[config.mk]
export PLATFORM = sky130hd
export DESIGN_NAME = mips_instr_encoder
export DESIGN_NICKNAME = d
export VERILOG_FILES = /design/src/rtl/mips_isa_pkg.sv /design/src/rtl/instr_fifo.sv /design/src/rtl/mips_instr_encoder.sv
export SDC_FILE = /design/constraint.sdc
export NUM_CORES = 1
export LEC_CHECK = 0
export CELL_PAD_IN_SITES_DETAIL_PLACEMENT = 0
export CELL_PAD_IN_SITES_GLOBAL_PLACEMENT = 2
export CORE_MARGIN = 4
export CORE_UTILIZATION = 36
export DETAILED_ROUTE_END_ITERATION = 8
export HOLD_SLACK_MARGIN = 0.05
export PLACE_DENSITY_LB_ADDON = 0.2
export SLEW_MARGIN = 10
export SYNTH_ARGS = -nofsm -noshare
export SYNTH_HDL_FRONTEND = slang
export SYNTH_SLANG_ARGS = --single-unit
[constraint.sdc]
create_clock -name clk -period 3.4 [get_ports clk]
set_input_delay 0.68 -clock clk [delete_from_list [all_inputs] [get_ports clk]]
set_output_delay 0.68 -clock clk [all_outputs]
set_load 0.1 [all_outputs]
[src/rtl/mips_isa_pkg.sv]
// Shared MIPS subset definitions: symbolic ops, primary opcodes, SPECIAL functs
// and field-packing helpers. Also consumed by the control decoder.
package mips_isa_pkg;

  typedef enum logic [3:0] {
    OP_NOP = 4'd0,
    OP_ADD = 4'd1,
    OP_SUB = 4'd2,
    OP_ORI = 4'd3,
    OP_LW  = 4'd4,
    OP_SW  = 4'd5,
    OP_BEQ = 4'd6,
    OP_LUI = 4'd7,
    OP_JAL = 4'd8,
    OP_JR  = 4'd9
  } op_e;

  localparam logic [5:0] OPC_SPECIAL = 6'h00;
  localparam logic [5:0] OPC_ORI     = 6'h0D;
  localparam logic [5:0] OPC_LW      = 6'h23;
  localparam logic [5:0] OPC_SW      = 6'h2B;
  localparam logic [5:0] OPC_BEQ     = 6'h04;
  localparam logic [5:0] OPC_LUI     = 6'h0F;
  localparam logic [5:0] OPC_JAL     = 6'h03;

  localparam logic [5:0] FN_ADD = 6'h20;
  localparam logic [5:0] FN_SUB = 6'h22;
  localparam logic [5:0] FN_JR  = 6'h08;

  // R-type word: SPECIAL opcode, shamt always zero in this subset.
  function automatic logic [31:0] enc_r(input logic [4:0] rs, input logic [4:0] rt,
                                        input logic [4:0] rd, input logic [5:0] fn);
    return {OPC_SPECIAL, rs, rt, rd, 5'h00, fn};
  endfunction

  // I-type word with a 16-bit immediate.
  function automatic logic [31:0] enc_i(input logic [5:0] opc, input logic [4:0] rs,
                                        input logic [4:0] rt, input logic [15:0] imm);
    return {opc, rs, rt, imm};
  endfunction

endpackage

[src/rtl/instr_fifo.sv]
// Instruction word FIFO: DEPTH entries, extra-MSB pointers, registered head.
// Writes are refused when full even if a read happens in the same cycle.
module instr_fifo
  import mips_isa_pkg::*;
#(
  parameter int DEPTH = 4,
  parameter int W     = 32
) (
  input  logic         clk,
  input  logic         reset,
  input  logic         wr_en,
  input  logic [W-1:0] wr_data,
  input  logic         rd_en,
  output logic         full,
  output logic         empty,
  output logic [W-1:0] head
);

  localparam int AW = $clog2(DEPTH);
  localparam int PW = AW + 1;

  logic [W-1:0]  mem_r [DEPTH];
  logic [PW-1:0] wr_ptr_r;
  logic [PW-1:0] rd_ptr_r;
  logic [W-1:0]  head_r;

  logic          push_s;
  logic          pop_s;
  logic [PW-1:0] rd_next_s;
  logic [AW-1:0] wr_idx_s;
  logic [AW-1:0] rd_next_idx_s;

  assign full  = (wr_ptr_r[AW] != rd_ptr_r[AW]) && (wr_ptr_r[AW-1:0] == rd_ptr_r[AW-1:0]);
  assign empty = (wr_ptr_r == rd_ptr_r);
  assign head  = head_r;

  // Qualified push/pop and the read pointer as it will be after this edge.
  always_comb begin
    push_s        = wr_en && !full;
    pop_s         = rd_en && !empty;
    wr_idx_s      = wr_ptr_r[AW-1:0];
    if (pop_s) begin
      rd_next_s = rd_ptr_r + PW'(1);
    end else begin
      rd_next_s = rd_ptr_r;
    end
    rd_next_idx_s = rd_next_s[AW-1:0];
  end

  // Storage, pointers and head register; the head picks up the incoming word
  // when it lands in the slot that becomes the head (FIFO otherwise empty).
  always_ff @(posedge clk) begin
    if (reset) begin
      for (int i = 0; i < DEPTH; i++) begin
        mem_r[i] <= {W{1'b0}};
      end
      wr_ptr_r <= {PW{1'b0}};
      rd_ptr_r <= {PW{1'b0}};
      head_r   <= {W{1'b0}};
    end else begin
      if (push_s) begin
        mem_r[wr_idx_s] <= wr_data;
        wr_ptr_r        <= wr_ptr_r + PW'(1);
      end
      rd_ptr_r <= rd_next_s;
      if (push_s && (wr_idx_s == rd_next_idx_s)) begin
        head_r <= wr_data;
      end else begin
        head_r <= mem_r[rd_next_idx_s];
      end
    end
  end

endmodule

[src/rtl/mips_instr_encoder.sv]
// Packs symbolic MIPS ops into 32-bit words, queues them and streams each word
// with its load address. Illegal ops are consumed, counted and flagged.
module mips_instr_encoder
  import mips_isa_pkg::*;
#(
  parameter int          DEPTH   = 4,
  parameter logic [31:0] PC_BASE = 32'h0000_3000,
  parameter int          CNT_W   = 8
) (
  input  logic             clk,
  input  logic             reset,
  input  logic             in_valid,
  output logic             in_ready,
  input  logic [3:0]       in_op,
  input  logic [4:0]       in_rs,
  input  logic [4:0]       in_rt,
  input  logic [4:0]       in_rd,
  input  logic [25:0]      in_imm,
  output logic             out_valid,
  input  logic             out_ready,
  output logic [31:0]      out_instr,
  output logic [31:0]      out_addr,
  output logic             err_illegal,
  output logic [CNT_W-1:0] err_count
);

  logic [31:0]      word_s;
  logic             legal_s;
  logic             accept_s;
  logic             push_s;
  logic             pop_s;
  logic             full_s;
  logic             empty_s;
  logic [31:0]      addr_r;
  logic             err_r;
  logic [CNT_W-1:0] cnt_r;

  // Encode the requested op; fields an op does not use never reach the word.
  always_comb begin
    word_s  = 32'h0000_0000;
    legal_s = 1'b1;
    case (in_op)
      OP_NOP:  word_s = 32'h0000_0000;
      OP_ADD:  word_s = enc_r(in_rs, in_rt, in_rd, FN_ADD);
      OP_SUB:  word_s = enc_r(in_rs, in_rt, in_rd, FN_SUB);
      OP_ORI:  word_s = enc_i(OPC_ORI, in_rs, in_rt, in_imm[15:0]);
      OP_LW:   word_s = enc_i(OPC_LW,  in_rs, in_rt, in_imm[15:0]);
      OP_SW:   word_s = enc_i(OPC_SW,  in_rs, in_rt, in_imm[15:0]);
      OP_BEQ:  word_s = enc_i(OPC_BEQ, in_rs, in_rt, in_imm[15:0]);
      OP_LUI:  word_s = enc_i(OPC_LUI, 5'h00, in_rt, in_imm[15:0]);
      OP_JAL:  word_s = {OPC_JAL, in_imm};
      OP_JR:   word_s = enc_r(in_rs, 5'h00, 5'h00, FN_JR);
      default: begin
        word_s  = 32'h0000_0000;
        legal_s = 1'b0;
      end
    endcase
  end

  assign in_ready  = !full_s;
  assign out_valid = !empty_s;
  assign accept_s  = in_valid && in_ready;
  assign push_s    = accept_s && legal_s;
  assign pop_s     = out_valid && out_ready;

  instr_fifo #(
    .DEPTH (DEPTH),
    .W     (32)
  ) u_fifo (
    .clk     (clk),
    .reset   (reset),
    .wr_en   (push_s),
    .wr_data (word_s),
    .rd_en   (pop_s),
    .full    (full_s),
    .empty   (empty_s),
    .head    (out_instr)
  );

  // Load address of the head word plus the illegal-op pulse and saturating count.
  always_ff @(posedge clk) begin
    if (reset) begin
      addr_r <= PC_BASE;
      err_r  <= 1'b0;
      cnt_r  <= {CNT_W{1'b0}};
    end else begin
      if (pop_s) begin
        addr_r <= addr_r + 32'd4;
      end
      err_r <= accept_s && !legal_s;
      if (accept_s && !legal_s && (cnt_r != {CNT_W{1'b1}})) begin
        cnt_r <= cnt_r + CNT_W'(1);
      end
    end
  end

  assign out_addr    = addr_r;
  assign err_illegal = err_r;
  assign err_count   = cnt_r;

endmodule

Word level (Yosys, flattened, before mapping)
Memories as Yosys holds them, arrays and structs flattened. A register that Yosys moved wholly into a read port is not among the register bits.
Cells that the tools add are included.

operators by class
  reduce and logical (&&, ||, !) cells = 14
  add/subtract/negate cells = 4
  equal/unequal tests = 13
  muxes and demuxes = 11

operators by type and width
  operator                                                                count
  32-bit case mux with 9 select lines                                     1
  32-bit by 3-bit adder with 32-bit output (second input constant)        1
  32-bit two-way mux                                                      1
  32-bit OR reduction                                                     1
  4-bit by 3-bit equality test with 1-bit output (second input constant)  4
  10-bit OR reduction                                                     1
  8-bit by 1-bit adder with 8-bit output (second input constant)          1
  4-bit by 2-bit equality test with 1-bit output (second input constant)  2
  4-bit equality test (second input constant)                             2
  1-bit logical AND                                                       8
  8-bit != test (second input constant)                                   1
  1-bit two-way mux                                                       7
  3-bit by 1-bit adder with 3-bit output (second input constant)          2
  4-bit by 1-bit equality test with 1-bit output (second input constant)  1
  4-bit zero test                                                         1
  2-bit two-way mux                                                       2
  3-bit equality test                                                     1
  1-bit zero test                                                         3
  2-bit equality test                                                     1
  1-bit != test                                                           1

word-level totals
  output and inout bits = 75
  register bits = 47
  RAM bits = 128
  input bits = 49
  memories kept = 1

memories
  name          depth  width  read ports  clocked after memory_dff  wr ports  line              text
  u_fifo.mem_r  4      32     1           1                         4         instr_fifo.sv:22  logic [W-1:0] mem_r [DEPTH];

Depth between registers and ports, before layout
  word-level depth = 11
  depth in mapped cells = 10
  depth with buffers taken out = 7

By module
From an unflattened synthesis, not the netlist that was laid out.

unflattened totals
  cells, all modules = 841
  area total of the unflattened synthesis = 9854.5 um^2

by module, submodules not included
  module              times used  cells an instance  area each (um^2)
  instr_fifo          1           520                7355.8
  mips_instr_encoder  1           321                2498.6

Least setup slack after synthesis
Ideal clock, no wire load.

  path kind = input to register
  from = input in_op[3]
  to = memory u_fifo.mem_r[0][0] (enable)
  setup slack = 0.385 ns
  stages = 7
  data arrival time = 2.622 ns
  setup time = 0.393 ns
  data required time = 3.007 ns
  path buffers = 2
  cell sequence = clkbuf_1 -> o21ai_1 -> o31a_1 -> nand3b_1 -> or3_1 -> clkbuf_1 -> nand2b_1

RTL lines
  what                line                      text
  start: declaration  mips_instr_encoder.sv:14  input logic [3:0] in_op,
  end: declaration    instr_fifo.sv:22

Worst setup path after layout
  from = register u_fifo.wr_ptr_r[0]
  to = register u_fifo.head_r[20] (netlist: u_fifo.head[20]) (read register of u_fifo.mem_r)

on the way
  cells in the longest elaborated chain, start to end = 5

ends and longest elaborated chain
  what                      line                                        text
  start: declaration        instr_fifo.sv:23                            logic [PW-1:0] wr_ptr_r;
  start signal: assignment  instr_fifo.sv:57                            wr_ptr_r <= {PW{1'b0}};
  start signal: assignment  instr_fifo.sv:63                            wr_ptr_r <= wr_ptr_r + PW'(1);
  3-bit equality test *     instr_fifo.sv:34                            assign empty = (wr_ptr_r == rd_ptr_r);
  1-bit zero test *         instr_fifo.sv:40, mips_instr_encoder.sv:61
  1-bit logical AND         mips_instr_encoder.sv:64                    assign pop_s = out_valid && out_ready;
  1-bit logical AND *       instr_fifo.sv:40                            pop_s = rd_en && !empty;
  2-bit two-way mux *       instr_fifo.sv:42                            if (pop_s) begin
  end: declaration          instr_fifo.sv:25                            logic [W-1:0] head_r;

Every way passes the cells marked *; elsewhere a longest branch is shown, timed or not.
A chain may end at the register's enable or synchronous reset.

==> results.rst <==
.. list-table::
   :header-rows: 1

   * - Metric
     - Value
   * - Area delta synth->final
     - 23.31%
   * - Worst-case vdd ir drop
     - 328.0 uV
   * - Half-perimeter wire length after placement
     - 15.17 mm
   * - Met2 Wirelength
     - 11.54 mm
   * - Overall power of the completed layout
     - 6.510 mW
   * - Met1 Routed Length
     - 10.30 mm
   * - Slew Viols, Final
     - 0
   * - Start point of the critical path
     - u_fifo.wr_ptr_r[0]
   * - Count of different cell masters after synthesis
     - 63
   * - Hold path startpoint
     - out_addr[31]
   * - Startpoint of the most critical register-to-register path
     - u_fifo.wr_ptr_r[0]
   * - Count of endpoints failing hold in the final timing report
     - 0
   * - Multi-input gate area in the final layout
     - 3377 sq um
   * - Gate family responsible for the most delay along the worst path
     - simple AND/OR/NAND/NOR gates
   * - Series of cell instances along the critical path
     - xor2_2, o31ai_1, nor4b_2, a211oi_2, nor2_4, buf_4, mux2i_1
   * - Overall via count from detail_route
     - 6462
   * - # Post-CTS Setup Buffers
     - 0
   * - Kind of start point of the critical path
     - flip-flop
   * - Cell area after synthesis
     - 8981 sq um
   * - Slowest stage cell on the critical path
     - sky130_fd_sc_hd__dfxtp_1
   * - Critical path buffers and inverters
     - 1
   * - Weighted congestion at the end of routability-driven global placement
     - 0.7820
   * - Drt first-iter violations
     - 382
   * - Share of flip-flops with an asynchronous set or reset after synthesis
     - 0%
   * - Setup violation total in the final timing report
     - 0
   * - Critical setup path kind
     - reg2reg
   * - Library cell with the largest summed area after synthesis
     - sky130_fd_sc_hd__edfxtp_1
   * - Post-synthesis register bit count
     - 200
   * - Share of layout cells above drive strength 1
     - 16.74%
   * - CTS clock-pin slew for the worst setup and hold paths
     - 0.08 ns
   * - Yosys warning count
     - 0
   * - Total Wirelength
     - 23.60 mm
   * - Post-route cell area
     - 11070 sq um
   * - Die height
     - 165.9 um
   * - Clock Sinks
     - 200
   * - Relative slew slack
     - 35.03%
   * - Smallest hold slack
     - 0.5111 ns
   * - Setup repair after global routing missed its margin
     - false
   * - Skew final
     - 0.01475 ns
   * - Data required time of the worst path
     - 3.76 ns
   * - Number of cells produced by synthesis
     - 795
   * - Bufs on Longest Clock Path
     - 2
   * - Worst-path maximum fanout
     - 11
   * - Number of antenna violations at the first check in global routing
     - 0
   * - Number of cells on the worst reg-to-reg path
     - 7
   * - Highest achievable clock rate
     - 347.3 MHz
   * - Final routed DRC violation total
     - 0
   * - Outcome
     - finished, final reports clean
   * - Top cell type's share of synthesized area
     - 41.46%
   * - Total clock buffers created by CTS
     - 17
   * - Final clock period utilization by the worst path
     - 84.69%
   * - Clock Latency Late Sink
     - 0.44 ns
   * - Minimum clock period
     - 2.880 ns
   * - Area of all sequential standard cells
     - 5245 sq um
   * - Detail Route met3 WL
     - 1.315 mm
   * - Number of flops mapped to enable cells by yosys
     - 124
   * - Setup TNS after final layout
     - 0 ns
   * - Detailed Routing Iterations Pass 1
     - 7
   * - Vias per inst
     - 5.145
   * - Number of H-tree branching levels
     - 4
   * - Largest net degree at the start of global routing
     - 60
   * - Endpoint arrival time on the critical path
     - 3.24 ns
   * - Core area
     - 24460 sq um
   * - Number of nets in the layout
     - 972
   * - CTS tree
     - yes
   * - Site row count
     - 57
   * - Post-Route Utilization
     - 45.27%
   * - Maximum single-stage delay on the critical path
     - 0.60 ns
   * - Number of antenna cells inserted
     - 0
   * - Detailed-route wire length per cell
     - 18.79 um
   * - Pin slew with the least headroom to its limit
     - 0.9716 ns
   * - Count of boundary I/O pins
     - 124
   * - Hold buffer count at cts
     - 0
   * - Mean instance size in the synthesized netlist
     - 11.30 sq um
   * - Vias in the first global route
     - 6685
   * - Routed Antenna Nets
     - 0
   * - Sequential fraction of the synthesis area
     - 58.40%
   * - Worst Setup End Kind
     - flip-flop
   * - Power per unit of standard cell area
     - 587.8 nW/um^2
   * - Uppermost layer routed
     - met4
   * - Global routing usage summed across all routing layers
     - 17.02%
   * - Overall die area
     - 27540 sq um
   * - Global-route wire length before repair
     - 37.31 mm
   * - Reported max-cap violation count
     - 0
   * - Total stage count of the critical path
     - 7
   * - Fillers
     - 2283
   * - Count of input and output buffers
     - 120
   * - HP Class
     - reg2reg
   * - Hold-critical path depth
     - 2
   * - Die outline width
     - 165.9 um
   * - Dominant cells by area after synthesis
     - sky130_fd_sc_hd__edfxtp_1 (41%), sky130_fd_sc_hd__dfxtp_1 (17%), sky130_fd_sc_hd__nor2_1 (6.4%)
   * - Starting utilization of the core area
     - 36.71%
   * - Gates resized, CTS repair
     - 0
   * - Area after DPL
     - 10500 sq um
   * - Clock Tree Root
     - sky130_fd_sc_hd__clkbuf_16
   * - Leakage power
     - 4.351 nW
   * - Sum of overflow across all layers after global routing
     - 0
   * - Top FF cell, synth
     - sky130_fd_sc_hd__edfxtp_1
==> path summary, 6_finish.rpt <==
path | end | slack [ns]
max | u_fifo.head[20] | 0.52
min | out_addr[31] | 0.51
max reg2reg | u_fifo.head[20] | 0.52
min reg2reg | out_addr[31] | 0.51
==> layout make-up <==
cell class                 instances  share of cell area [%]
tap                              324                   3.661
clock buffer                      19                   4.000
sequential                       200                   47.36
clock inverter                    13                   1.220
timing repair buffer             157                   12.45
inverter                          24                  0.8135
multi-input combinational        519                   30.49
==> cell usage in the layout, fill, tap and decap left out, drive strengths merged, types with 4 or more instances in the layout <==
cell,instances
a21oi,35
and3,4
edfxtp,124
ha,4
inv,30
clkbuf,19
nor3,9
clkdlybuf4s50,56
a221oi,4
nand2b,8
nand2,68
and4,5
o2bb2ai,9
dfxtp,76
buf,101
xor2,23
nor2,154
mux4,9
a22o,10
o21ai,12
nand3,16
xnor2,20
a22oi,5
mux2i,43
nand4,9
or3,11
a221o,19
clkinv,7
==> per-stage QoR <==
stage / setup slack, ns / cells
after CTS: 0.4619 / 1256
after global placement: 0.1759 / 1224
final: 0.5204 / 1256
after detailed placement: 0.03501 / 1224
after global routing: 0.2891 / 1256
after floorplan: 0.3854 / 797
==> sequential cells by signal, summed over array words and instances (netlist names) <==
name	count
u_fifo.mem_r	124
u_fifo.head	31
out_addr	30
err_count	8
u_fifo.rd_ptr_r	3
u_fifo.wr_ptr_r	3
err_illegal	1
==> Yosys cell counts (3+ instances only) <==
| library cell | count |
|---|---|
| sky130_fd_sc_hd__and2_1 | 3 |
| sky130_fd_sc_hd__inv_1 | 24 |
| sky130_fd_sc_hd__nor2b_1 | 3 |
| sky130_fd_sc_hd__mux2i_1 | 43 |
| sky130_fd_sc_hd__and3_1 | 4 |
| sky130_fd_sc_hd__nand2_1 | 68 |
| sky130_fd_sc_hd__nand3_1 | 16 |
| sky130_fd_sc_hd__mux2_1 | 3 |
| sky130_fd_sc_hd__xor2_1 | 22 |
| sky130_fd_sc_hd__and4_1 | 5 |
| sky130_fd_sc_hd__nand4_1 | 9 |
| sky130_fd_sc_hd__edfxtp_1 | 124 |
| sky130_fd_sc_hd__a221oi_1 | 4 |
| sky130_fd_sc_hd__a22o_1 | 10 |
| sky130_fd_sc_hd__clkbuf_1 | 34 |
| sky130_fd_sc_hd__xnor2_1 | 19 |
| sky130_fd_sc_hd__o21ai_0 | 11 |
| sky130_fd_sc_hd__dfxtp_1 | 76 |
| sky130_fd_sc_hd__o2bb2ai_1 | 9 |
| sky130_fd_sc_hd__a221o_1 | 19 |
| sky130_fd_sc_hd__buf_2 | 5 |
| sky130_fd_sc_hd__nor3_1 | 7 |
| sky130_fd_sc_hd__a21oi_1 | 35 |
| sky130_fd_sc_hd__nand2b_1 | 8 |
| sky130_fd_sc_hd__or3_1 | 11 |
| sky130_fd_sc_hd__ha_1 | 4 |
| sky130_fd_sc_hd__buf_4 | 6 |
| sky130_fd_sc_hd__a22oi_1 | 5 |
| sky130_fd_sc_hd__buf_6 | 4 |
| sky130_fd_sc_hd__nor2_1 | 152 |
| sky130_fd_sc_hd__mux4_2 | 9 |
==> routing by layer <==
| metal | global-route usage [%] | vias up |
|---|---|---|
| met5 | 0 | - |
| met4 | 4.986 | 0 |
| met3 | 3.880 | 24 |
| li1 | - | 3071 |
| met2 | 28.71 | 181 |
| met1 | 22.02 | 3186 |
==> power by group <==
part	leakage (nW)	switching (mW)	internal [mW]	total, mW
Combinational	2.16	1.20	0.536	1.74
Clock	0.285	0.982	0.998	1.98
Sequential	1.91	0.0677	2.72	2.79
Total	4.35	2.25	4.26	6.51
==> kinds of logic (layout without fill, tap and decap cells) <==
group / count (synthesis) / after routing / synth area share, %
AO/OA/AOI/OAI: 109 / 109 / 9.306
adder cells (fa/ha/maj): 4 / 4 / 0.5573
multiplexers: 55 / 55 / 7.425
other: 1 / 3 / 0.04175
flip-flops: 200 / 200 / 58.40
AND/OR/NAND/NOR: 305 / 305 / 15.44
buffers and inverters: 78 / 213 / 4.347
XOR/XNOR: 43 / 43 / 4.486
==> worst reg2reg max path, cell delays in order (launching register included) <==
cell                       delay (ns)
sky130_fd_sc_hd__dfxtp_1         0.60
sky130_fd_sc_hd__xor2_2          0.36
sky130_fd_sc_hd__o31ai_1         0.23
sky130_fd_sc_hd__nor4b_2         0.52
sky130_fd_sc_hd__a211oi_2        0.14
sky130_fd_sc_hd__nor2_4          0.43
sky130_fd_sc_hd__buf_4           0.28
sky130_fd_sc_hd__mux2i_1         0.23
Power figures use the tool's default switching activity.
